## config.mk

```make
export PLATFORM = sky130hd
export DESIGN_NAME = bcd_seq_converter
export DESIGN_NICKNAME = d
export VERILOG_FILES = /design/src/rtl/bcd_seq_converter.sv
export SDC_FILE = /design/constraint.sdc
export NUM_CORES = 1
export LEC_CHECK = 0
export CAP_MARGIN = 20
export CORE_UTILIZATION = 55
export DETAILED_ROUTE_END_ITERATION = 6
export GPL_ROUTABILITY_DRIVEN = 0
export PLACE_DENSITY = 0.78
export SKIP_CTS_REPAIR_TIMING = 1
export SLEW_MARGIN = 20
export SYNTH_ARGS = -nofsm -noshare
export SYNTH_HDL_FRONTEND = slang
export SYNTH_SLANG_ARGS = --single-unit
```

## constraint.sdc

```tcl
create_clock -name clock -period 4.61 [get_ports clock]
set_clock_uncertainty 0.05 [all_clocks]
set_input_delay 0.6915 -clock clock [delete_from_list [all_inputs] [get_ports clock]]
set_output_delay 0.6915 -clock clock [all_outputs]
set_load 0.01 [all_outputs]
```

## src/rtl/bcd_seq_converter.sv

```systemverilog
// Sequential binary-to-BCD converter (shift-and-add-3), one operand bit per clock.
// Optional two's-complement input; truncated results raise a sticky overflow flag.
module bcd_seq_converter #(
    parameter int WIDTH  = 16,
    parameter int DIGITS = 5,
    parameter int SIGNED = 0
) (
    input  logic                  clock,
    input  logic                  resetn,
    input  logic                  start,
    input  logic [WIDTH-1:0]      binary,
    output logic                  busy,
    output logic                  done,
    output logic [4*DIGITS-1:0]   bcd,
    output logic                  negative,
    output logic                  overflow
);

    localparam int CW = $clog2(WIDTH + 1);
    localparam int BW = 4 * DIGITS;

    typedef enum logic [0:0] {
        ST_IDLE  = 1'b0,
        ST_SHIFT = 1'b1
    } state_t;

    state_t            r_state;
    state_t            w_next_state;
    logic [CW-1:0]     r_cnt;
    logic [WIDTH-1:0]  r_mag;
    logic [BW-1:0]     r_dig;
    logic              r_sign;
    logic              r_sticky;
    logic              r_busy;
    logic              r_done;
    logic [BW-1:0]     r_bcd;
    logic              r_negative;
    logic              r_overflow;

    logic              w_accept;
    logic              w_last;
    logic              w_neg_in;
    logic [WIDTH-1:0]  w_mag_in;
    logic [BW-1:0]     w_adj;
    logic [BW-1:0]     w_shift_dig;

    // State register
    always_ff @(posedge clock or negedge resetn) begin
        if (!resetn) begin
            r_state <= ST_IDLE;
        end else begin
            r_state <= w_next_state;
        end
    end

    // Next-state logic and handshake decode
    always_comb begin
        w_next_state = r_state;
        w_accept     = 1'b0;
        w_last       = 1'b0;
        case (r_state)
            ST_IDLE: begin
                if (start) begin
                    w_accept     = 1'b1;
                    w_next_state = ST_SHIFT;
                end else begin
                    w_next_state = ST_IDLE;
                end
            end
            ST_SHIFT: begin
                if (r_cnt == CW'(1)) begin
                    w_last       = 1'b1;
                    w_next_state = ST_IDLE;
                end else begin
                    w_next_state = ST_SHIFT;
                end
            end
            default: begin
                w_next_state = ST_IDLE;
            end
        endcase
    end

    // Operand magnitude; the most negative value wraps to 2^(WIDTH-1) unsigned
    always_comb begin
        w_neg_in = 1'b0;
        w_mag_in = binary;
        if ((SIGNED != 0) && binary[WIDTH-1]) begin
            w_neg_in = 1'b1;
            w_mag_in = ~binary + WIDTH'(1);
        end else begin
            w_neg_in = 1'b0;
            w_mag_in = binary;
        end
    end

    // Add-3 correction of every working digit, then the shifted digit vector
    always_comb begin
        w_adj = '0;
        for (int k = 0; k < DIGITS; k++) begin
            if (r_dig[4*k +: 4] >= 4'd5) begin
                w_adj[4*k +: 4] = r_dig[4*k +: 4] + 4'd3;
            end else begin
                w_adj[4*k +: 4] = r_dig[4*k +: 4];
            end
        end
        w_shift_dig = {w_adj[BW-2:0], r_mag[WIDTH-1]};
    end

    // Datapath: capture, shift, and result registers
    always_ff @(posedge clock or negedge resetn) begin
        if (!resetn) begin
            r_cnt      <= '0;
            r_mag      <= '0;
            r_dig      <= '0;
            r_sign     <= 1'b0;
            r_sticky   <= 1'b0;
            r_busy     <= 1'b0;
            r_done     <= 1'b0;
            r_bcd      <= '0;
            r_negative <= 1'b0;
            r_overflow <= 1'b0;
        end else begin
            r_done <= w_last;
            if (w_accept) begin
                r_mag    <= w_mag_in;
                r_dig    <= '0;
                r_sign   <= w_neg_in;
                r_sticky <= 1'b0;
                r_cnt    <= CW'(WIDTH);
                r_busy   <= 1'b1;
            end else if (r_state == ST_SHIFT) begin
                r_dig    <= w_shift_dig;
                r_mag    <= {r_mag[WIDTH-2:0], 1'b0};
                r_sticky <= r_sticky | w_adj[BW-1];
                r_cnt    <= r_cnt - CW'(1);
                // The bit leaving the top digit on the final shift still counts
                if (w_last) begin
                    r_bcd      <= w_shift_dig;
                    r_negative <= r_sign;
                    r_overflow <= r_sticky | w_adj[BW-1];
                    r_busy     <= 1'b0;
                end else begin
                    r_busy     <= 1'b1;
                end
            end else begin
                r_busy <= 1'b0;
            end
        end
    end

    assign busy     = r_busy;
    assign done     = r_done;
    assign bcd      = r_bcd;
    assign negative = r_negative;
    assign overflow = r_overflow;

endmodule

```

After elaboration in Yosys (flattened, before gate mapping)
Index checks and enable logic that the tools add are counted.

word-level totals
  bits in registers = 66
  input port bits = 19
  logic and storage cells = 48

operators by class
  add/subtract/negate cells = 6
  $lt $le $gt $ge = 5
  equality and inequality tests = 1
  mux-type cells = 22
  bitwise operators = 3
  reduce and logical (&&, ||, !) cells = 2

operators by type and width
  cell                 number
  $mux 20              2
  $mux 16              2
  $add 4x2->4 const B  5
  $ge 4x3->1 const B   5
  $mux 4               5
  $mux 1               10
  $mux 5               2
  $eq 5x1->1 const B   1
  $sub 5x1->5 const B  1
  $reduce_and 3->1     1
  $not 1->1            2
  $pmux 1 s2           1
  $reduce_bool 2->1    1
  $or 1x1->1           1

Longest topological paths before layout
  word-level depth = 6
  depth in mapped cells = 6

Worst setup path after synthesis
No wires, ideal clock.

  path type = input-to-reg
  start point = input start
  end point = register r_dig[12]
  arrival = 1.390 ns
  data required time = 4.477 ns
  path slack = 3.087 ns
  stages = 4
  buffers on the path = 2
  cell sequence = clkbuf_1 buf_2 or3_1 o21ai_0

between the ends
  word-level cells in the longest chain between the ends = 3
  elaborated cells on any way between the ends = 4

RTL lines
  item                                          RTL line  source
  start, declared                               10        input logic start,
  $mux 1 (*)                                    63        if (start) begin
  $mux 1 (*)                                    61        case (r_state)
  $mux 20 or $reduce_bool 2->1 (tied branches)  -
  end signal, assigned                          133       r_dig <= w_shift_dig;
  end, declared                                 31        logic [BW-1:0] r_dig;

Every way passes the cells marked *; elsewhere a longest branch is shown, timed or not.
A chain may end at the register's enable or synchronous reset.

Worst setup path in the final report
  start point = register r_busy (netlist: busy)
  end point = output busy

RTL lines
  item                    RTL line  source
  start, declared         34        logic r_busy;
  start signal, assigned  118       r_busy <= 1'b0;
  start signal, assigned  131       r_busy <= 1'b1;
  start signal, assigned  142       r_busy <= 1'b0;
  end, declared           12        output logic busy,

No word-level cell between the ends.

==> reports/metrics.cfg <==
[outcome]
status=finished clean

[global_route]
grt_pass1_vias=2148
grt_overflow=0
grt_util_met1_pct=28.0
grt_pass1_wl_um=9890
met3_usage_pct=5.18
met2_usage_pct=33.5
grt_usage_pct=21.6
grt_antenna_before_repair=0
grt-busiest-layer=met2
grt_max_degree=66

[critical_path]
ff2ff_path_depth=3
crit_type=reg -> out
cp_max_fo=30
cp-end-kind=output port
slowest_delay_ns=0.91
crit_chain=clkdlybuf4s50_1
crit_slowest_cell=dfrtp_1
worstPathArrival_ns=1.93
path_depth=1
worst_path_dominant_cell_family=flip-flops
cp.buffers_inverters=1
cp_data_required_time_ns=3.87
worstSetupStartpointType=flip-flop

[final_layout]
drive_gt1_share_pct=13.1
antenna_cells=0
final-instance-count-excl-fill=401
final_nets=355
syn_to_final_growth_pct=19.8

[min_path]
holdCritPathClass=reg -> reg
min_path_cells=2

[die]
rows=27
coreArea_um2=5510
die_width_um=77.4
pin_count=43
chipHeight_um=77.4
dieArea_um2=5990
start_util_pct=56.8

[synthesis]
synth-edff-count=0
ys_types=29
netlist_area_um2=3130
synth-async-reset-ratio_pct=100
ys_warn_count=0
yosys_most_used_dff=dfrtp_1
ys_seq_elements=65
synth.net_count=313
synth.avg_cell_area_um2=11.1
syn_inst=282
yosysSeqAreaShare_pct=52.0

[clock_tree]
clk_latency_ns=0.34
cts_made_buffers=9
cts_sinks=65
clock_tree.root_cell=clkbuf_8
cts_tree=built
htreeDepth=3
clk_pin_slew_ns=0.06
clockBufferDepth=2

[pwr]
p_switching_mw=0.909
internal_power_mw=1.61
swShare_pct=36.1
vdd_drop_max_uv=249
power_frac_comb_pct=42.6
leakagePower_nw=1.75
powerDensity_nw_per_um2=672
clockPowerShare_pct=16.9
seqPwrFrac_pct=40.5

[routing]
drc=0
vias=2129
via_per_inst=5.31
firstDrtPassIters=4
routed_wl_um=5640
first_iter_violations=112
avgRoutedWirePerCell_um=14.1
ant_nets=0

[placed_design]
port_buffers=41
placedCellCount=385
hpwlAfterDp_um=3740

[timing]
timing.fmax_mhz=374
fin_tns_setup_ns=0
setup_violations=0
maxSlewViolCount=0
finalCriticalPeriod_ns=2.67
worst_pin_slew_ns=0.869
max_slew_margin_pct=42.1
period_share_pct=58.0
hold_viol_final=0
rsz0062_at_grt=no

[flow_run]
max-cap-violations=0

-- cell usage after synthesis (all sizes together) (3+ instances only) --
cell type / count / area, µm²
a21oi: 11 / 73.8
a22o: 14 / 123
buf: 8 / 57.6
clkbuf: 6 / 22.5
dfrtp: 65 / 1630
ha: 12 / 150
inv: 14 / 55.1
mux2: 16 / 210
mux2i: 21 / 210
nand2: 38 / 143
nand2b: 9 / 56.3
nor2: 7 / 28.8
nor3: 4 / 20.0
nor3b: 4 / 30.0
o21ai: 37 / 185
or3: 3 / 18.8
xnor2: 7 / 61.3
-- cells by family (layout without fill, tap and decap cells) --
family	Yosys count	after routing	synth area share [%]
and+or+nand+nor	67	67	10.4
adders and majority gates	12	12	4.80
muxes	37	37	13.4
AOI/OAI and AO/OA	64	64	12.7
buffers and inverters	28	75	4.32
other	1	1	0.120
DFF	65	65	52.0
xor gates and xnor gates	8	8	2.24
-- power groups by stage --
stage / Sequential [mW] / Clock, mW / Combinational [mW]
after detailed placement: 1.03 / 0 / 1.08
after global routing: 1.06 / 0.467 / 1.20
final: 1.02 / 0.427 / 1.07
after CTS: 1.02 / 0.442 / 1.09
after floorplan: 1.01 / 0 / 0.735
after global placement: 1.02 / 0 / 1.03
-- cell type report --
cell class,count,area [µm²]
clock buffer,13,159
clock inverter,3,15.0
fill,434,1760
inverter,14,55.1
multi-input combinational,189,1370
sequential,65,1630
tap,72,90.1
timing repair buffer,45,435
-- metal layers --
metal / routed length (µm) / up-vias
li1: - / 1049
met1: 2670 / 1020
met3: 236 / 10
met4: 91 / 0
met2: 2640 / 50
met5: 0 / -
-- per-stage QoR --
step,utilization (%),hold slack [ns],worst slack [ns],cell area [µm²],power (mW)
CTS,68.1,0.434,1.92,3750,2.55
finish,68.1,0.429,1.94,3750,2.52
global route,68.1,0.462,1.81,3750,2.72
detailed placement,64.9,0.420,2.17,3570,2.11
floorplan,-,0.346,3.09,3130,1.74
global placement,64.9,0.411,2.25,3570,2.05
-- cells in the final DEF, fill, tap and decap left out, drive strengths merged --
cell type,n
a22o,14
nor2,7
xnor2,7
or3,3
a21boi,1
conb,1
mux2i,21
nand2b,9
o21ai,37
nand4b,1
buf,5
nor3,4
clkbuf,13
a21oi,11
inv,14
xor2,1
mux2,16
ha,12
nand2,38
nor3b,4
clkinv,3
nand3,1
clkdlybuf4s50,40
dfrtp,65
a21o,1
-- worst paths after layout --
kind | start | end | slack (ns)
worst max-delay path | busy$_DFF_PN0_ | busy | 1.94
worst min-delay path | bcd[15]$_DFFE_PN0P_ | bcd[15]$_DFFE_PN0P_ | 0.43
worst max register to register | busy$_DFF_PN0_ | bcd[3]$_DFFE_PN0P_ | 2.53
worst min register to register | bcd[15]$_DFFE_PN0P_ | bcd[15]$_DFFE_PN0P_ | 0.43
max in group asynchronous | resetn | r_dig[17]$_DFFE_PN0P_ | 3.51
min in group asynchronous | resetn | bcd[11]$_DFFE_PN0P_ | 0.48
-- sequential cells by signal (all words and copies together), names as in the netlist --
name      cells
overflow      1
r_sticky      1
busy          1
bcd          20
r_cnt         5
r_mag        16
r_dig        20
done          1
Note: power is estimated with default switching activity, not from simulation.
